$ cat config.mk
export PLATFORM = sky130hd
export DESIGN_NAME = axi_lite_master
export DESIGN_NICKNAME = d
export VERILOG_FILES = /design/src/rtl/axi_lite_pkg.sv /design/src/rtl/axi_lite_wdog.sv /design/src/rtl/axi_lite_master.sv
export SDC_FILE = /design/constraint.sdc
export NUM_CORES = 1
export LEC_CHECK = 0
export BUFFER_PORTS_ARGS = -buffer_cell sky130_fd_sc_hd__buf_4
export CORE_ASPECT_RATIO = 1.5
export CORE_MARGIN = 4
export CORE_UTILIZATION = 45
export DETAILED_ROUTE_END_ITERATION = 10
export PLACE_DENSITY = 0.78
export SETUP_SLACK_MARGIN = 0.2
export SLEW_MARGIN = 20
export SYNTH_ARGS = -nofsm -noshare
export SYNTH_HDL_FRONTEND = slang
export SYNTH_HIERARCHICAL = 1
export SYNTH_SLANG_ARGS = --single-unit
export TNS_END_PERCENT = 100
$ cat constraint.sdc
create_clock -name aclk -period 2.9 [get_ports aclk]
set_clock_uncertainty 0.1 [all_clocks]
set_input_delay 0.58 -clock aclk [delete_from_list [all_inputs] [get_ports aclk]]
set_output_delay 0.58 -clock aclk [all_outputs]
set_load 0.1 [all_outputs]
$ cat src/rtl/axi_lite_pkg.sv
`default_nettype none
// ============================================================================
// Module      : axi_lite_pkg
// Description : Shared AXI4-Lite definitions: response codes and the
//               master FSM state encoding.
// Contents    : RESP_* response constants, mst_state_e (3-bit state enum)
// Revision    : 1.0 - initial release
// ============================================================================
package axi_lite_pkg;

  localparam logic [1:0] RESP_OKAY   = 2'b00;
  localparam logic [1:0] RESP_EXOKAY = 2'b01;
  localparam logic [1:0] RESP_SLVERR = 2'b10;
  localparam logic [1:0] RESP_DECERR = 2'b11;

  typedef enum logic [2:0] {
    ST_IDLE    = 3'd0,
    ST_WR_AW_W = 3'd1,
    ST_WR_B    = 3'd2,
    ST_RD_AR   = 3'd3,
    ST_RD_R    = 3'd4,
    ST_RSP     = 3'd5
  } mst_state_e;

endpackage : axi_lite_pkg
`default_nettype wire

$ cat src/rtl/axi_lite_wdog.sv
`default_nettype none
// ============================================================================
// Module      : axi_lite_wdog
// Description : Response watchdog. Loadable down-counter; o_expired is high
//               while enabled and the counter has run down to zero, i.e.
//               during the TIMEOUT-th enabled cycle after a load.
//               TIMEOUT = 0 removes the counter and never expires.
// Ports       : clk, rst      - clock, synchronous active-high reset
//               i_load        - reload to TIMEOUT-1 (restart the wait)
//               i_en          - count this cycle
//               o_expired     - wait budget exhausted
// Revision    : 1.0 - initial release
// ============================================================================
module axi_lite_wdog #(
  parameter int TIMEOUT = 1024
) (
  input  logic clk,
  input  logic rst,
  input  logic i_load,
  input  logic i_en,
  output logic o_expired
);

  if (TIMEOUT == 0) begin : g_wdog_off
    logic w_unused;
    assign w_unused  = &{1'b0, clk, rst, i_load, i_en};
    assign o_expired = 1'b0;
  end else begin : g_wdog_on
    localparam int CNT_W = (TIMEOUT > 1) ? $clog2(TIMEOUT) : 1;
    localparam logic [CNT_W-1:0] C_LOAD = CNT_W'(TIMEOUT - 1);

    logic [CNT_W-1:0] cnt_q, cnt_d;

    always_comb begin
      cnt_d = cnt_q;
      if (i_load) begin
        cnt_d = C_LOAD;
      end else if (i_en && (cnt_q != '0)) begin
        cnt_d = cnt_q - 1'b1;
      end
    end

    always_ff @(posedge clk) begin
      if (rst) begin
        cnt_q <= C_LOAD;
      end else begin
        cnt_q <= cnt_d;
      end
    end

    // A reload in the same cycle means the wait restarted; do not fire.
    assign o_expired = i_en & ~i_load & (cnt_q == '0);
  end

endmodule : axi_lite_wdog
`default_nettype wire

$ cat src/rtl/axi_lite_master.sv
`default_nettype none
// ============================================================================
// Module      : axi_lite_master
// Description : AXI4-Lite initiator. Converts single-beat commands into
//               AXI4-Lite reads/writes, one transaction outstanding, with a
//               response watchdog that aborts on a hung slave.
// Ports       : aclk, areset            - clock, synchronous active-high reset
//               cmd_*                   - command in (valid/ready handshake)
//               rsp_*                   - response out (valid/ready handshake)
//               m_axi_*                 - AXI4-Lite master channels
// Revision    : 1.0 - initial release
// ============================================================================
module axi_lite_master
  import axi_lite_pkg::*;
#(
  parameter int ADDR_W  = 32,
  parameter int DATA_W  = 32,
  parameter int TIMEOUT = 1024
) (
  input  logic                  aclk,
  input  logic                  areset,
  // command
  input  logic                  cmd_valid,
  output logic                  cmd_ready,
  input  logic                  cmd_write,
  input  logic [ADDR_W-1:0]     cmd_addr,
  input  logic [DATA_W-1:0]     cmd_wdata,
  input  logic [DATA_W/8-1:0]   cmd_wstrb,
  // response
  output logic                  rsp_valid,
  input  logic                  rsp_ready,
  output logic [DATA_W-1:0]     rsp_rdata,
  output logic [1:0]            rsp_resp,
  output logic                  rsp_timeout,
  // AXI write address
  output logic [ADDR_W-1:0]     m_axi_awaddr,
  output logic [2:0]            m_axi_awprot,
  output logic                  m_axi_awvalid,
  input  logic                  m_axi_awready,
  // AXI write data
  output logic [DATA_W-1:0]     m_axi_wdata,
  output logic [DATA_W/8-1:0]   m_axi_wstrb,
  output logic                  m_axi_wvalid,
  input  logic                  m_axi_wready,
  // AXI write response
  input  logic [1:0]            m_axi_bresp,
  input  logic                  m_axi_bvalid,
  output logic                  m_axi_bready,
  // AXI read address
  output logic [ADDR_W-1:0]     m_axi_araddr,
  output logic [2:0]            m_axi_arprot,
  output logic                  m_axi_arvalid,
  input  logic                  m_axi_arready,
  // AXI read data
  input  logic [DATA_W-1:0]     m_axi_rdata,
  input  logic [1:0]            m_axi_rresp,
  input  logic                  m_axi_rvalid,
  output logic                  m_axi_rready
);

  localparam int STRB_W = DATA_W / 8;

  mst_state_e          state_q, state_d;
  logic                aw_done_q, aw_done_d;
  logic                w_done_q, w_done_d;
  logic [ADDR_W-1:0]   addr_q, addr_d;
  logic [DATA_W-1:0]   wdata_q, wdata_d;
  logic [STRB_W-1:0]   wstrb_q, wstrb_d;
  logic [DATA_W-1:0]   rdata_q, rdata_d;
  logic [1:0]          resp_q, resp_d;
  logic                timeout_q, timeout_d;
  // Set after an abort: the slave still owes one B (or R). The first such
  // beat seen in a later WR_B (RD_R) is consumed and discarded.
  logic                orphan_b_q, orphan_b_d;
  logic                orphan_r_q, orphan_r_d;

  logic w_cmd_fire, w_aw_fire, w_w_fire, w_b_fire, w_ar_fire, w_r_fire;
  logic w_waiting, w_discard, w_expired;

  assign w_cmd_fire = cmd_valid & cmd_ready;
  assign w_aw_fire  = m_axi_awvalid & m_axi_awready;
  assign w_w_fire   = m_axi_wvalid & m_axi_wready;
  assign w_b_fire   = m_axi_bvalid & m_axi_bready;
  assign w_ar_fire  = m_axi_arvalid & m_axi_arready;
  assign w_r_fire   = m_axi_rvalid & m_axi_rready;
  assign w_waiting  = (state_q == ST_WR_B) | (state_q == ST_RD_R);
  assign w_discard  = (w_b_fire & orphan_b_q) | (w_r_fire & orphan_r_q);

  // Reloaded outside the response-wait states, so it restarts on entry.
  axi_lite_wdog #(
    .TIMEOUT (TIMEOUT)
  ) u_wdog (
    .clk       (aclk),
    .rst       (areset),
    .i_load    (~w_waiting | w_discard),
    .i_en      (w_waiting),
    .o_expired (w_expired)
  );

  // --------------------------------------------------------------------------
  // State and datapath registers
  // --------------------------------------------------------------------------
  always_ff @(posedge aclk) begin
    if (areset) begin
      state_q    <= ST_IDLE;
      aw_done_q  <= 1'b0;
      w_done_q   <= 1'b0;
      addr_q     <= '0;
      wdata_q    <= '0;
      wstrb_q    <= '0;
      rdata_q    <= '0;
      resp_q     <= RESP_OKAY;
      timeout_q  <= 1'b0;
      orphan_b_q <= 1'b0;
      orphan_r_q <= 1'b0;
    end else begin
      state_q    <= state_d;
      aw_done_q  <= aw_done_d;
      w_done_q   <= w_done_d;
      addr_q     <= addr_d;
      wdata_q    <= wdata_d;
      wstrb_q    <= wstrb_d;
      rdata_q    <= rdata_d;
      resp_q     <= resp_d;
      timeout_q  <= timeout_d;
      orphan_b_q <= orphan_b_d;
      orphan_r_q <= orphan_r_d;
    end
  end

  // --------------------------------------------------------------------------
  // Next-state logic
  // --------------------------------------------------------------------------
  always_comb begin
    state_d = state_q;
    unique case (state_q)
      ST_IDLE: begin
        if (w_cmd_fire) state_d = cmd_write ? ST_WR_AW_W : ST_RD_AR;
      end
      ST_WR_AW_W: begin
        // AW and W complete independently, possibly in the same cycle.
        if ((aw_done_q | w_aw_fire) & (w_done_q | w_w_fire)) state_d = ST_WR_B;
      end
      ST_WR_B: begin
        if (w_b_fire) begin
          if (!orphan_b_q) state_d = ST_RSP;
        end else if (w_expired) begin
          state_d = ST_RSP;
        end
      end
      ST_RD_AR: begin
        if (w_ar_fire) state_d = ST_RD_R;
      end
      ST_RD_R: begin
        if (w_r_fire) begin
          if (!orphan_r_q) state_d = ST_RSP;
        end else if (w_expired) begin
          state_d = ST_RSP;
        end
      end
      ST_RSP: begin
        if (rsp_ready) state_d = ST_IDLE;
      end
      default: state_d = ST_IDLE;
    endcase
  end

  // --------------------------------------------------------------------------
  // Command latch, handshake flags and response capture
  // --------------------------------------------------------------------------
  always_comb begin
    aw_done_d  = aw_done_q;
    w_done_d   = w_done_q;
    addr_d     = addr_q;
    wdata_d    = wdata_q;
    wstrb_d    = wstrb_q;
    rdata_d    = rdata_q;
    resp_d     = resp_q;
    timeout_d  = timeout_q;
    orphan_b_d = orphan_b_q;
    orphan_r_d = orphan_r_q;

    if (w_cmd_fire) begin
      addr_d    = cmd_addr;
      wdata_d   = cmd_wdata;
      wstrb_d   = cmd_wstrb;
      aw_done_d = 1'b0;
      w_done_d  = 1'b0;
    end

    if (state_q == ST_WR_AW_W) begin
      if (w_aw_fire) aw_done_d = 1'b1;
      if (w_w_fire)  w_done_d  = 1'b1;
    end

    if (state_q == ST_WR_B) begin
      if (w_b_fire) begin
        if (orphan_b_q) begin
          orphan_b_d = 1'b0;
        end else begin
          rdata_d   = '0;
          resp_d    = m_axi_bresp;
          timeout_d = 1'b0;
        end
      end else if (w_expired) begin
        rdata_d    = '0;
        resp_d     = RESP_SLVERR;
        timeout_d  = 1'b1;
        orphan_b_d = 1'b1;
      end
    end

    if (state_q == ST_RD_R) begin
      if (w_r_fire) begin
        if (orphan_r_q) begin
          orphan_r_d = 1'b0;
        end else begin
          rdata_d   = m_axi_rdata;
          resp_d    = m_axi_rresp;
          timeout_d = 1'b0;
        end
      end else if (w_expired) begin
        rdata_d    = '0;
        resp_d     = RESP_SLVERR;
        timeout_d  = 1'b1;
        orphan_r_d = 1'b1;
      end
    end
  end

  // --------------------------------------------------------------------------
  // Outputs
  // --------------------------------------------------------------------------
  always_comb begin
    cmd_ready     = (state_q == ST_IDLE) & ~areset;
    m_axi_awvalid = (state_q == ST_WR_AW_W) & ~aw_done_q;
    m_axi_wvalid  = (state_q == ST_WR_AW_W) & ~w_done_q;
    m_axi_bready  = (state_q == ST_WR_B);
    m_axi_arvalid = (state_q == ST_RD_AR);
    m_axi_rready  = (state_q == ST_RD_R);
    rsp_valid     = (state_q == ST_RSP);
    m_axi_awaddr  = addr_q;
    m_axi_araddr  = addr_q;
    m_axi_wdata   = wdata_q;
    m_axi_wstrb   = wstrb_q;
    m_axi_awprot  = 3'b000;
    m_axi_arprot  = 3'b000;
    rsp_rdata     = rdata_q;
    rsp_resp      = resp_q;
    rsp_timeout   = timeout_q;
  end

endmodule : axi_lite_master
`default_nettype wire

# Word-level counts from Yosys, hierarchy flattened
# Cells that the tools add are included.
# totals
reg_bits	120
input_bits	114
output_inout_bits	148
wordCells	102
# classes
add_sub_neg	1
eq_ne	11
mux	44
bitwise_logic	24
n_reduce_logical	10
# ops
op	count
2-to-1 mux 32 bit	8
2-to-1 mux 3 bit	9
2-to-1 mux 2 bit	9
one-hot mux 3 bit (6 select lines)	1
2-to-1 mux 1 bit	17
AND 1 bit	14
zero test 10 bit	1
nonzero test 10 bit	1
subtractor 10 x 1 -> 10 bit, second input constant	1
equality test 3 x 2 -> 1 bit, second input constant	2
equality test 3 bit, second input constant	2
inequality test 3 bit, second input constant	2
AND reduction 6 bit	1
NOT 1 bit	5
bitwise OR 1 bit	5
inequality test 2 x 1 -> 1 bit, second input constant	2
inequality test 2 bit, second input constant	2
AND reduction 2 bit	2
nonzero test 2 bit	2
equality test 3 x 1 -> 1 bit, second input constant	1
zero test 3 bit	1
OR reduction 2 bit	1
logical AND 1 bit	1

# Longest topological paths before layout
# Gate-level depths: netlist of run 1.
# logic_depth
word_depth	14
mapped_depth	11

# Modules after synthesis
# Netlist of run 1, hierarchy kept.
# modules_own_cells
module	n_inst	cells_per_inst	area_per_inst_um2
axi_lite_master	1	536	4476.8
axi_lite_wdog	1	57	490.5

# Worst setup path before layout of run 1
# Ideal clock, no wire load.
# synth_timing
path_type	input -> output
start	input areset
end	output cmd_ready
arrival_ns	3.759
required_ns	2.220
path_slack_ns	-1.539
path_stages	3
path_buffers	2
cell_sequence	clkbuf_1 > clkbuf_1 > nor4_1
# synth_between
elab_chain_cells	2
# synth_rtl
item	line_no	source
start: declaration	axi_lite_master.sv:21	input logic areset,
NOT 1 bit	axi_lite_master.sv:235	cmd_ready = (state_q == ST_IDLE) & ~areset;
AND 1 bit	axi_lite_master.sv:235	
end: declaration	axi_lite_master.sv:24	output logic cmd_ready,
# No other way between the ends.

# Worst setup path in the final report of run 1
# layout_timing
start	register state_q[1]
end	register state_q[1]
# layout_between
elab_chain_cells	11
elab_cells_between_ends	38
cone_classes	11 x eq/ne; 4 x mux; 21 x bitwise; 2 x reduce/logical
# layout_rtl
item	line_no	source
start: declaration	axi_lite_master.sv:63	mst_state_e state_q, state_d;
start signal: assignment	axi_lite_master.sv:117	state_q <= state_d;
equality test 3 x 2 -> 1 bit or equality test 3 bit (tied branches)	axi_lite_master.sv:86, axi_lite_master.sv:238, axi_lite_master.sv:240	
AND 1 bit (on tied branches)	axi_lite_master.sv:83, axi_lite_master.sv:85	
AND 1 bit	axi_lite_master.sv:87	assign w_discard = (w_b_fire & orphan_b_q) | (w_r_fire & orphan_r_q);
bitwise OR 1 bit	axi_lite_master.sv:87	
bitwise OR 1 bit	axi_lite_master.sv:95	.i_load (~w_waiting | w_discard),
NOT 1 bit	axi_lite_wdog.sv:52	assign o_expired = i_en & ~i_load & (cnt_q == '0);
AND 1 bit (*) (2 in series)	axi_lite_wdog.sv:52	
net w_expired	axi_lite_master.sv:78	logic w_waiting, w_discard, w_expired;
2-to-1 mux 3 bit (*)	--	
2-to-1 mux 3 bit (on tied branches)	axi_lite_master.sv:155, axi_lite_master.sv:145	
one-hot mux 3 bit (6 select lines) (*)	axi_lite_master.sv:136	unique case (state_q)
# Mark *: on every way through the listed nets, which the timed path passes. The rest lies on a longest branch.
# A chain may end at the register's enable or synchronous reset.

==> impl_metrics.yaml, run 1 <==
grt:
  grtUsageTotal_pct: 22.5
  grt_pass1_wl_mm: 22.9
  overflow: 0
  grt_antenna_before_repair: 0
  grt_max_degree: 139
  grt_pass1_vias: 4817
placed_design:
  dpl.hpwl_mm: 10.8
  placedCellCount: 927
  gp_congestion: 0.781
  numPortBuffers: 255
sta:
  max_freq_mhz: 390
  slew_viol_final: 0
  hold_viol: 0
  fin_crit_ps: 2560
  grt_setup_unrepaired: "no"
  setup_viol: 0
  slew_headroom_pct: 49.3
  worst_pin_slew_ps: 760
  fin_crit_sh_pct: 88.4
detailed_routing:
  via_per_inst: 5.11
  dr_total_vias: 4894
  dr_wl_met3_mm: 1.56
  wl_met2_mm: 7.58
  drt_wl_total_mm: 14.8
  avgRoutedWirePerCell_um: 15.4
  drtIter0Drc: 190
  drt_first_pass_iters: 4
  drc_errors: 0
  wl_met1_mm: 5.27
  highest_layer: "met4"
  antenna_left: 0
synthesis:
  ys_async_sr_fraction_pct: 0
  synth_cell_types: 51
  synth_seq_area_share_pct: 48.4
  synthesis.instances: 593
  avgSynthCellArea_um2: 8.38
  synth_common_cells: "146 x nand2_1, 120 x dfxtp_1, 73 x o21ai_0"
  synth-seq-cells: 120
  synth_edf_count: 0
  ys_warn_count: 6
  synth_most_common_cell: "nand2_1"
  yosys.area.top_type: "dfxtp_1"
  synth_area_leaders: "dfxtp_1 48%, nand2_1 11%, o21ai_0 7.4%"
  ys.flop_type: "dfxtp_1"
  synth_top_cell_area_share_pct: 48.4
  netlist_area_um2: 4970
layout:
  nFillCells: 852
  fin_util_pct: 68.6
  antenna_cells: 0
  final_layout_size_suffix_gt1_share_pct: 40.0
  stdcell_count: 958
  area.growth.synth_to_final_pct: 47.8
  nNetsFinal: 917
worst_setup_path:
  start_kind: "flop"
  cp_slowest_cell: "dfxtp_2"
  crit_family: "simple AND/OR/NAND/NOR gates"
  critical_path.max_fanout: 15
  crit_path_end_kind: "flop"
  critPathBufInv: 2
  worstSetupPathType: "reg -> reg"
  max_stage_delay_ps: 520
  crit_arrival_ps: 2800
  worstPathCellList: "nor3b_4, buf_4, a32oi_2, nand2_2, nor4_1, buf_4, or3_1, a2111oi_2, mux2_1"
  cpMostUsedCell: "buf_4"
  cp_data_required_time_ps: 3140
clock_network:
  cts_max_path_buffers: 2
  htreeDepth: 4
  root_buffer: "clkbuf_16"
  clk_pin_slew_ps: 60
  numCtsBuffers: 17
  cts_sinks: 120
  insertion_delay_ps: 400
  tritoncts: "yes"
power_and_ir_drop:
  pwr-share-comb_pct: 49.0
  swShare_pct: 51.1
  power.share.clock_pct: 25.1
  p_total_w: 0.00826
  p_int_w: 0.00404
  power.switching_w: 0.00422
  ir_drop_uv: 871
  power.leakage_nw: 3.22
  power_density_nw_per_um2: 1130
  seqPwrFrac_pct: 25.9
floorplanning:
  die_h_um: 137
  design.core.area_um2: 10700
  dieArea_um2: 12800
  initial_core_util_pct: 46.4
  fp.dieW_um: 93.8
  rows: 46
  io_pins: 262
flow_run:
  drv_cap: 0
hold_path:
  hold_path.class: "in -> reg"
outcome:
  status: "complete, no violations"
==> worst min-delay path: cells and delay by family <==
family / cells / cell delay [ps]
AO/OA/AOI/OAI: 1 / 50
AND/OR/NAND/NOR: 1 / 40
buffers and inverters: 1 / 70
==> path summary, 6_finish.rpt <==
path	start	slack, ps	to	cells after the start
worst max register to register	state_q[1]	340	state_q[1]	9
worst min-delay path	cmd_addr[16]	270	m_axi_araddr[16]	3
worst min register to register	m_axi_wstrb[1]	350	m_axi_wstrb[1]	2
worst max-delay path	state_q[1]	340	state_q[1]	9
==> cell usage in the layout (no fill, tap or decap), types with 4 or more instances in the layout <==
cell type,count
buf_4,266
nand2_1,145
dfxtp_1,117
o21ai_0,72
nor2_1,40
a32oi_1,32
clkbuf_16,17
a21oi_1,10
nor3_1,7
nand3_1,6
conb_1,6
inv_1,5
clkinv_2,5
nor2b_1,4
nor3b_1,4
o31ai_1,4
==> sequential cells by signal, summed over array words and instances, names as in the netlist, 2 cells and up <==
register / flops
m_axi_wdata: 32
rsp_resp: 2
m_axi_araddr: 32
m_axi_wstrb: 4
rsp_rdata: 32
state_q: 3
u_wdog/g_wdog_on.cnt_q: 10
==> metal layers <==
| layer | vias to the layer above | GRT usage (%) |
|---|---|---|
| li1 | 2404 | - |
| met5 | - | 0 |
| met4 | 0 | 8.84 |
| met3 | 31 | 10.5 |
| met1 | 2234 | 23.3 |
| met2 | 225 | 39.2 |
==> area by class of cell <==
| class | count | area (um^2) | share of cell area [%] |
|---|---|---|---|
| flip-flops and latches | 120 | 2410 | 32.8 |
| well taps | 144 | 180 | 2.45 |
| clock inverters | 13 | 156 | 2.13 |
| multi-input cells | 389 | 2110 | 28.7 |
| clock buffers | 18 | 429 | 5.85 |
| repair buffers | 268 | 2040 | 27.8 |
| inverters | 6 | 22.5 | 0.307 |
==> stage by stage <==
stage,TNS (ps),hold slack [ps],worst slack (ps),area [um^2]
after floorplan,-10110,347,-358,5090
after global placement,0,345,333,6750
after detailed placement,0,353,252,6750
after CTS,0,247,267,7330
after global routing,0,247,201,7340
final,0,267,335,7340
==> power by group through the flow <==
stage                     Clock [W]  Combinational, W  Sequential [W]
after floorplan                   0           0.00171         0.00380
after global placement            0           0.00402         0.00215
after detailed placement          0           0.00406         0.00216
after CTS                   0.00211           0.00406         0.00214
after global routing        0.00219           0.00418         0.00218
final                       0.00207           0.00405         0.00214
==> cells by family (layout without fill, tap and decap cells) <==
logic type      count (synthesis)  after routing  share of synthesized area, %
fa+ha+maj                       1              1                         0.252
buf+inv                        89            305                          11.4
other cells                     1              6                        0.0755
flops                         120            120                          48.4
mux                             2              2                         0.428
compound gates                140            140                          18.0
xor+xnor                        1              1                         0.176
simple gates                  239            239                          21.4
==> timing repair <==
item                       4_1_cts  5_1_grt
gates resized for setup          2        1
setup endpoints to repair        1        1
hold buffers                     0        0
setup buffers                    0        0
cloned                           0        0
Note: power is estimated with default switching activity, not from simulation.
==> inputs of run 2 (changes only) <==
--- a/config.mk
+++ b/config.mk
@@ -7,8 +7,9 @@
 export LEC_CHECK = 0
 export BUFFER_PORTS_ARGS = -buffer_cell sky130_fd_sc_hd__buf_4
 export CORE_ASPECT_RATIO = 1.5
-export CORE_MARGIN = 4
+export CORE_MARGIN = 5
 export CORE_UTILIZATION = 45
+export CTS_CLUSTER_DIAMETER = 120
 export DETAILED_ROUTE_END_ITERATION = 10
 export PLACE_DENSITY = 0.78
 export SETUP_SLACK_MARGIN = 0.2
==> impl_metrics.yaml, run 2 (synthesis gave the netlist of run 1 again) <==
worst_setup_path:
  critical_path.max_fanout: 17
  cp_data_required_time_ps: 3070
  cp_slowest_cell: "or4_1"
  r2r_end: "rsp_rdata[22]"
  worstPathCellList: "or4_1, nor4_2, buf_4, nor2b_4, o21ai_4, a32oi_1, nor2_1"
  max_stage_delay_ps: 660
  ff2ff_path_depth: 7
  start_kind: "flop"
  crit_path_end_kind: "flop"
  reg2reg_from: "u_wdog/g_wdog_on.cnt_q[5]"
  crit_arrival_ps: 2690
  r2r_setup_slack_ps: 370
  worstSetupPathType: "reg -> reg"
sta:
  hold_ws_ps: 273
  grt_setup_unrepaired: "no"
  slew_viol_final: 0
  slew_headroom_pct: 49.5
  worst_pin_slew_ps: 758
  max_freq_mhz: 396
  hold_viol: 0
  fin_crit_sh_pct: 87.1
  tns_ps: 0
  setup_slack_ps: 375
  fin_crit_ps: 2530
  setup_viol: 0
layout:
  final_layout_size_suffix_gt1_share_pct: 39.8
  layout_commonest_cell: "buf_4"
  area.growth.synth_to_final_pct: 48.1
  nFillCells: 915
  antenna_cells: 0
  regArea_um2: 2410
  multi_input_area_um2: 2140
  nNetsFinal: 914
  fin_area_um2: 7360
  layout_common_cells: "262 x buf_4, 145 x nand2_1, 117 x dfxtp_1"
hold_path:
  min-delay-start: "cmd_wdata[3]"
  hold_path.class: "in -> reg"
  min_to: "m_axi_wdata[3]"
  hold_path_depth: 3
placed_design:
  numPortBuffers: 255
  dpl_worst_slack_ps: -106
  dpl.hpwl_mm: 11.0
  dpl-instance-area_um2: 6700
  gp_congestion: 0.777
clock_network:
  htreeDepth: 4
  cts_sinks: 120
  tritoncts: "yes"
  insertion_delay_ps: 400
  cts_hold_buffers: 0
  cts_max_path_buffers: 2
  clk_pin_slew_ps: 60
  root_buffer: "clkbuf_16"
  cts_setup_buffers: 0
  numCtsBuffers: 17
grt:
  grt_max_degree: 137
  grt_antenna_before_repair: 0
  overflow: 0
  grt_pass1_vias: 4951
  grt_pass1_wl_mm: 24.0
  grtUsageTotal_pct: 22.7
power_and_ir_drop:
  power_density_nw_per_um2: 1130
  ir_drop_uv: 813
  power.leakage_nw: 3.20
  p_total_w: 0.00834
floorplanning:
  fp.dieW_um: 95.8
  die_h_um: 139
  design.core.area_um2: 10900
  initial_core_util_pct: 45.4
  rows: 47
  io_pins: 262
  dieArea_um2: 13300
detailed_routing:
  drt_wl_total_mm: 15.4
  avgRoutedWirePerCell_um: 16.0
  drc_errors: 0
  drt_first_pass_iters: 4
  drtIter0Drc: 147
  dr_total_vias: 4892
  antenna_left: 0
  via_per_inst: 5.10
flow_run:
  drv_cap: 0
outcome:
  status: "complete, no violations"
-- run 2: worst max-delay path by stage --
stage,startpoint,endpoint,slack [ps],depth (start not counted)
6_report,u_wdog/g_wdog_on.cnt_q[5],rsp_rdata[22],370,7
5_1_grt,state_q[2],rsp_resp[1],210,10
4_1_cts,state_q[0],rsp_rdata[27],200,10
3_5_place_dp,m_axi_rvalid,rsp_resp[1],-110,11
3_3_place_gp,m_axi_rvalid,rsp_resp[1],3,11
2_1_floorplan,areset,cmd_ready,-360,3
-- run 2: repair_timing --
| action | 4_1_cts | 5_1_grt |
|---|---|---|
| gates cloned | 2 | 0 |
| setup endpoints to repair | 5 | 34 |
| gates resized for setup | 0 | 6 |
| pin swaps | 2 | 0 |
-- run 2: layout make-up --
| type | instances | area share (%) |
|---|---|---|
| Timing Repair Buffer | 263 | 27.0 |
| Inverter | 6 | 0.306 |
| Sequential cell | 120 | 32.8 |
| Multi-Input combinational cell | 391 | 29.1 |
| Clock inverter | 12 | 2.24 |
| Clock buffer | 20 | 6.07 |
| Tap cell | 147 | 2.50 |
-- run 2: through the flow --
step | utilization (%) | std cells
2_1_floorplan | - | 598
3_3_place_gp | 61.3 | 925
3_5_place_dp | 61.3 | 925
4_1_cts | 67.0 | 959
5_1_grt | 67.3 | 959
6_report | 67.3 | 959
-- run 2: report_power, final --
part / leakage (nW) / switching (W) / internal [W] / total, W
Clock: 0.288 / 0.000761 / 0.00139 / 0.00215
Sequential: 0.981 / 0.000217 / 0.00192 / 0.00214
Combinational: 1.93 / 0.00327 / 0.000778 / 0.00405
Total: 3.20 / 0.00425 / 0.00408 / 0.00834
-- run 2: metal layers --
layer	wire length (um)	part of all wire (%)	track usage, %
met4	348	2.3	8.17
met2	7770	51	39.0
met1	5470	36	23.8
met5	0	0	0
met3	1770	12	10.4
-- run 2: worst max-delay path: cells and delay by family, from the launching register on --
family          cells  cell delay (ps)
compound gates      2              480
buf+inv             1              200
flops               1              350
simple gates        4             1270
